--- src/rtl/psum_accum_requant_if.sv ---
// Stream bundle between the output aligner, the requantiser and the activation write-back stage.
// The master modport is the environment side; the slave modport is the requantiser.
interface psum_accum_requant_if #(
    parameter int LANES = 8,
    parameter int IW    = 18,
    parameter int OW    = 8
);
    logic                  i_valid;
    logic [LANES*IW-1:0]   i_data;
    logic                  o_valid;
    logic                  o_ready;
    logic [LANES*OW-1:0]   o_data;
    logic                  o_ovf;
    logic                  busy;
    logic                  err;

    modport master (
        output i_valid, i_data, o_ready,
        input  o_valid, o_data, o_ovf, busy, err
    );

    modport slave (
        input  i_valid, i_data, o_ready,
        output o_valid, o_data, o_ovf, busy, err
    );
endinterface

--- src/rtl/psum_accum_requant.sv ---
// Accumulates TILES partial-sum vectors per lane, then applies ReLU, shift and unsigned clipping.
// Results queue in a 2-entry FIFO toward write-back; a full FIFO drops the result and sets a sticky error.
module psum_accum_requant #(
    parameter int LANES = 8,
    parameter int IW    = 18,
    parameter int AW    = 24,
    parameter int OW    = 8,
    parameter int TILES = 4,
    parameter int SHIFT = 6
) (
    input  logic                 clk,
    input  logic                 rst_n,
    psum_accum_requant_if.slave  bus
);
    localparam int            CW   = (TILES > 1) ? $clog2(TILES) : 1;
    localparam logic [CW-1:0] LAST = CW'(TILES - 1);

    logic [AW-1:0]        acc_r [LANES];
    logic [CW-1:0]        tile_cnt_r;
    logic                 grp_sat_r;

    logic [AW:0]          ext_s  [LANES];
    logic [AW:0]          wide_s [LANES];
    logic [AW-1:0]        sum_s  [LANES];
    logic [AW-1:0]        r_s    [LANES];
    logic [LANES-1:0]     sat_s;
    logic [LANES-1:0]     clip_s;
    logic [LANES*OW-1:0]  out_s;
    logic                 last_s;
    logic                 push_s;
    logic                 push_ok_s;
    logic                 pop_s;
    logic                 drop_s;
    logic                 ovf_s;

    logic [LANES*OW-1:0]  data_mem_r [2];
    logic                 ovf_mem_r  [2];
    logic                 rd_ptr_r;
    logic                 wr_ptr_r;
    logic [1:0]           count_r;
    logic                 err_r;

    // Per-lane saturating add and requantisation of the running sum.
    always_comb begin
        for (int k = 0; k < LANES; k++) begin
            ext_s[k]  = {{(AW+1-IW){bus.i_data[k*IW+IW-1]}}, bus.i_data[k*IW +: IW]};
            wide_s[k] = {acc_r[k][AW-1], acc_r[k]} + ext_s[k];
            sat_s[k]  = 1'b0;
            if (tile_cnt_r == '0) begin
                sum_s[k] = ext_s[k][AW-1:0];
            end else if (wide_s[k][AW] != wide_s[k][AW-1]) begin
                // Overflow out of the signed AW range: clamp toward the sign of the true sum.
                sat_s[k] = 1'b1;
                sum_s[k] = wide_s[k][AW] ? {1'b1, {(AW-1){1'b0}}} : {1'b0, {(AW-1){1'b1}}};
            end else begin
                sum_s[k] = wide_s[k][AW-1:0];
            end
            r_s[k]    = sum_s[k][AW-1] ? {AW{1'b0}} : (sum_s[k] >> SHIFT);
            clip_s[k] = |r_s[k][AW-1:OW];
            out_s[k*OW +: OW] = clip_s[k] ? {OW{1'b1}} : r_s[k][OW-1:0];
        end
    end

    // Group completion, FIFO handshake decisions and the overflow flag of the finishing group.
    always_comb begin
        last_s    = (tile_cnt_r == LAST);
        push_s    = bus.i_valid && last_s;
        pop_s     = (count_r != 2'd0) && bus.o_ready;
        push_ok_s = push_s && ((count_r != 2'd2) || pop_s);
        drop_s    = push_s && (count_r == 2'd2) && !pop_s;
        ovf_s     = (|clip_s) || (|sat_s) || (grp_sat_r && (tile_cnt_r != '0));
    end

    // Tile counter, accumulators and the group-wide saturation flag.
    always_ff @(posedge clk or negedge rst_n) begin
        if (!rst_n) begin
            tile_cnt_r <= '0;
            grp_sat_r  <= 1'b0;
            for (int k = 0; k < LANES; k++) begin
                acc_r[k] <= '0;
            end
        end else if (bus.i_valid) begin
            if (last_s) begin
                tile_cnt_r <= '0;
                grp_sat_r  <= 1'b0;
            end else begin
                tile_cnt_r <= tile_cnt_r + CW'(1);
                grp_sat_r  <= (grp_sat_r && (tile_cnt_r != '0)) || (|sat_s);
                for (int k = 0; k < LANES; k++) begin
                    acc_r[k] <= sum_s[k];
                end
            end
        end
    end

    // Two-entry result FIFO; when full, a simultaneous pop frees the slot the push reuses.
    always_ff @(posedge clk or negedge rst_n) begin
        if (!rst_n) begin
            data_mem_r[0] <= '0;
            data_mem_r[1] <= '0;
            ovf_mem_r[0]  <= 1'b0;
            ovf_mem_r[1]  <= 1'b0;
            rd_ptr_r      <= 1'b0;
            wr_ptr_r      <= 1'b0;
            count_r       <= 2'd0;
            err_r         <= 1'b0;
        end else begin
            if (push_ok_s) begin
                data_mem_r[wr_ptr_r] <= out_s;
                ovf_mem_r[wr_ptr_r]  <= ovf_s;
                wr_ptr_r             <= ~wr_ptr_r;
            end
            if (pop_s) begin
                rd_ptr_r <= ~rd_ptr_r;
            end
            if (push_ok_s && !pop_s) begin
                count_r <= count_r + 2'd1;
            end else if (!push_ok_s && pop_s) begin
                count_r <= count_r - 2'd1;
            end
            err_r <= err_r || drop_s;
        end
    end

    assign bus.o_valid = (count_r != 2'd0);
    assign bus.o_data  = data_mem_r[rd_ptr_r];
    assign bus.o_ovf   = ovf_mem_r[rd_ptr_r];
    assign bus.busy    = (tile_cnt_r != '0);
    assign bus.err     = err_r;
endmodule

--- src/flat_wrapper.sv ---
// flat-port wrapper written by rule: the top's interface ports become plain ports
module psum_accum_requant_flat 
#(
    parameter int LANES = 8,
    parameter int IW    = 18,
    parameter int AW    = 24,
    parameter int OW    = 8,
    parameter int TILES = 4,
    parameter int SHIFT = 6
)
  (clk, rst_n, bus_i_valid, bus_i_data, bus_o_ready, bus_o_valid, bus_o_data, bus_o_ovf, bus_busy, bus_err);
  psum_accum_requant_if #(.LANES(LANES), .IW(IW), .OW(OW)) bus_i ();
  input  logic clk;
  input  logic rst_n;
  input wire logic [$bits(bus_i.i_valid)-1:0] bus_i_valid;
  input wire logic [$bits(bus_i.i_data)-1:0] bus_i_data;
  input wire logic [$bits(bus_i.o_ready)-1:0] bus_o_ready;
  output wire logic [$bits(bus_i.o_valid)-1:0] bus_o_valid;
  output wire logic [$bits(bus_i.o_data)-1:0] bus_o_data;
  output wire logic [$bits(bus_i.o_ovf)-1:0] bus_o_ovf;
  output wire logic [$bits(bus_i.busy)-1:0] bus_busy;
  output wire logic [$bits(bus_i.err)-1:0] bus_err;
  assign bus_i.i_valid = bus_i_valid;
  assign bus_i.i_data = bus_i_data;
  assign bus_i.o_ready = bus_o_ready;
  assign bus_o_valid = bus_i.o_valid;
  assign bus_o_data = bus_i.o_data;
  assign bus_o_ovf = bus_i.o_ovf;
  assign bus_busy = bus_i.busy;
  assign bus_err = bus_i.err;
  psum_accum_requant #(.LANES(LANES), .IW(IW), .AW(AW), .OW(OW), .TILES(TILES), .SHIFT(SHIFT)) u_core (.clk(clk), .rst_n(rst_n), .bus(bus_i));
endmodule
--- config.mk ---
export PLATFORM = sky130hd
export DESIGN_NAME = psum_accum_requant_flat
export DESIGN_NICKNAME = d
export VERILOG_FILES = /design/src/rtl/psum_accum_requant_if.sv /design/src/rtl/psum_accum_requant.sv /design/src/flat_wrapper.sv
export SDC_FILE = /design/constraint.sdc
export NUM_CORES = 1
export LEC_CHECK = 0
export CORE_MARGIN = 1
export CORE_UTILIZATION = 30
export CTS_CLUSTER_DIAMETER = 50
export CTS_CLUSTER_SIZE = 14
export DETAILED_ROUTE_END_ITERATION = 12
export PLACE_DENSITY_LB_ADDON = 0.08
export RECOVER_POWER = 50
export SLEW_MARGIN = 20
export SYNTH_ARGS = -nofsm -noshare
export SYNTH_HDL_FRONTEND = slang
export SYNTH_SLANG_ARGS = --single-unit
export TNS_END_PERCENT = 1
--- constraint.sdc ---
create_clock -name clk -period 4.8 [get_ports clk]
set_input_delay 0.96 -clock clk [delete_from_list [all_inputs] [get_ports clk]]
set_output_delay 0.96 -clock clk [all_outputs]
set_load 0.1 [all_outputs]
==> summary.md <==
| Metric | Value |
|---|---|
| Mean Syn Cell Area | `8.153 sq um` |
| # Max-Cap Violations | `2` |
| Post-route ant nets | `0` |
| CTS H-Tree Depth | `3` |
| Post-CTS setup buffer count | `0` |
| Fin. max-slew vios | `156` |
| Synth Cell Area | `27040 sq um` |
| Most common cell after layout, fill and taps aside | `buf_4` |
| Post-synth ARST share | `1.000` |
| Post-synth EDFFs | `0` |
| Router iterations before antenna repair | `5` |
| Setup violators final | `0` |
| First-pass GRT wire length | `154000 microns` |
| Area delta synth->final | `31.99%` |
| Vias in the first global route | `27183` |
| CP max stage delay | `0.49 ns` |
| CP Cell Sequence | `clkdlybuf4s50_1, ha_1, inv_1, fa_1, nand2b_1, a21oi_1, o21ai_0, o311a_1, o21a_1, xor2_2, buf_4, nor4_2, a41oi_1, a211oi_2, and4_1, a31oi_1` |
| Syn_nets | `3668` |
| GPL Wtd Cong | `0.9008` |
| Share of cells above drive strength 1 | `0.2014` |
| GRT Util Overall | `0.2141` |
| # DRC | `0` |
| Setup crit start kind | `primary input` |
| Clock Skew | `0.03236 ns` |
| TritonCTS buffer count | `66` |
| Mapped Cells | `3317` |
| Vias post-DR | `26964` |
| Initial antenna violation count | `4` |
| Tmin final | `4.576 ns` |
| Initial Util | `0.3046` |
| Failing checks | `max-capacitance violations, max-slew violations` |
| Slew @ Worst Pin | `2.700 ns` |
| Via-to-Cell Ratio | `5.286` |
| Slew headroom | `-0.7998` |
| WL per Instance | `19.23 microns` |
| Synth area leaders | `dfrtp_1, ha_1, o21ai_0` |
| CTS Sinks | `330` |
| Final Net Count | `4232` |
| Req. time, crit path | `5.28 ns` |
| Crit path kind | `primary input to flip-flop` |
| Seq/Total Area, Yosys | `0.3053` |
| Row count | `109` |
| Commonest non-fill, non-tap cells in the layout | `buf_4, nand2_1, o21ai_0, dfrtp_1, a21oi_1` |
| Root Driver | `clkbuf_16` |
| Ports | `216` |
| Fin crit share | `0.9533` |
| Core area | `88780 sq um` |
| CP max stage cell | `clkdlybuf4s50_1` |
| Worst hold slack | `0.4690 ns` |
| Total gr overflow | `0` |
| Critical Path End Type | `flip-flop` |
| Max frequency | `0.2185 GHz` |
| IO Port Bufs | `215` |
| Top_reg_cell synth | `dfrtp_1` |
| Fillers | `9010` |
| Drt total wl | `98100 microns` |
| Hold Path Class | `flip-flop to flip-flop` |
| Fin. Hold Viols | `0` |
| Latest clock arrival within the worst-skew pair | `0.61 ns` |
| Die area | `91360 sq um` |
| Crit path max fanout | `5` |
| Bufs on Longest Clock Path | `3` |
| Reg clk slew, reported paths | `0.06 ns` |
| Status | `finished with violations` |
| Synth Warn # | `0` |
| Die height | `302.3 microns` |
| CTS tree | `done` |
| Area leader, netlist | `dfrtp_1` |
| Final HPWL DP | `75200 microns` |
| Largest net degree at the start of global routing | `104` |
| DR iter-0 viols | `1538` |
| Top cell type's share of synthesized area | `0.3053` |
| Unrepaired setup endpoints after global routing | `false` |
| Library cells used by synthesis | `89` |
| Worst Path Arrival | `5.06 ns` |
| Die X | `302.3 microns` |
| Synthesized flop and latch total | `330` |
final timing paths:
kind | cells past startpoint | to | startpoint | slack (ns)
hold reg to reg | 2 | u_core.data_mem_r[4] | u_core.data_mem_r[4] | 0.47
hold / removal | 2 | u_core.data_mem_r[4] | u_core.data_mem_r[4] | 0.47
setup reg to reg | 17 | u_core.data_mem_r[102] | u_core.acc_r[72] | 0.71
setup / recovery | 16 | u_core.ovf_mem_r[0] | bus_i_data[126] | 0.22
min in group asynchronous | 1 | u_core.acc_r[25] | rst_n | 1.16
max in group asynchronous | 2 | u_core.rd_ptr_r | rst_n | 1.11
synth_stat cells, drive strengths merged, types with 30 or more instances:
cell	n
a211oi	41
a21o	72
a21oi	299
a31oi	55
buf	30
clkbuf	148
dfrtp	330
ha	195
inv	81
mux2	122
nand2	469
nand2b	41
nand3	60
nand4	34
nor2	205
nor3	38
o211ai	73
o21a	54
o21ai	409
o31ai	30
xnor2	97
xor2	65
flip-flops by register name (all words and copies together) (netlist names):
register	flops
u_core.acc_r	192
u_core.data_mem_r	128
u_core.count_r	2
u_core.ovf_mem_r	2
u_core.tile_cnt_r	2
u_core.bus.err	1
u_core.grp_sat_r	1
u_core.rd_ptr_r	1
u_core.wr_ptr_r	1
worst max-delay path: cells and delay by family:
kind,cells,cell delay (ns)
buf+inv,3,0.77
fa+ha+maj,2,0.59
compound gates,7,1.76
xor+xnor,1,0.26
simple gates,3,0.71
routing by layer:
metal	track usage	share of wire	up-vias
met5	0	0.00033	-
met4	0.05832	0.023	4
met3	0.03462	0.047	135
met2	0.3545	0.47	563
met1	0.2871	0.46	12952
li1	-	-	13310
stage by stage:
step | TNS [ns] | std cells | utilization | setup WS, ns | area [sq um]
floorplan | 0 | 3317 | - | 0.5477 | 27040
global placement | -19.76 | 4978 | 0.3772 | -0.7103 | 33490
detailed placement | -21.63 | 4978 | 0.3772 | -0.7179 | 33490
CTS | 0 | 5098 | 0.4034 | 0.1208 | 35810
global route | 0 | 5099 | 0.4020 | 0.003304 | 35690
finish | 0 | 5101 | 0.4020 | 0.2242 | 35700
area by class of cell:
class / instances / area (sq um) / share of cell area
multi-input combinational: 2727 / 17850 / 0.5001
antenna: 3 / 7.507 / 0.0002103
clock inverter: 34 / 382.9 / 0.01073
tap: 1165 / 1458 / 0.04084
inverter: 82 / 312.8 / 0.008763
timing repair buffer: 674 / 5488 / 0.1537
clock buffer: 86 / 1933 / 0.05416
sequential: 330 / 8262 / 0.2314
timing repair:
action                     in CTS  in global routing
resized for setup               1                  6
hold buffers                    0                  0
pin swaps                       0                  1
setup endpoints to repair       2                 22
logic make-up (layout without fill, tap and decap cells):
family,Yosys count,in the layout,synth area share
compound gates,1241,1241,0.2880
xor+xnor,162,162,0.05246
fa+ha+maj,205,205,0.09688
buf+inv,260,876,0.03710
flops,330,330,0.3053
mux,150,150,0.06116
other cells,0,3,0
simple gates,969,969,0.1590
Power is not shown: default switching activity piles up to over one toggle a cycle in this logic, so the estimate is an artifact.
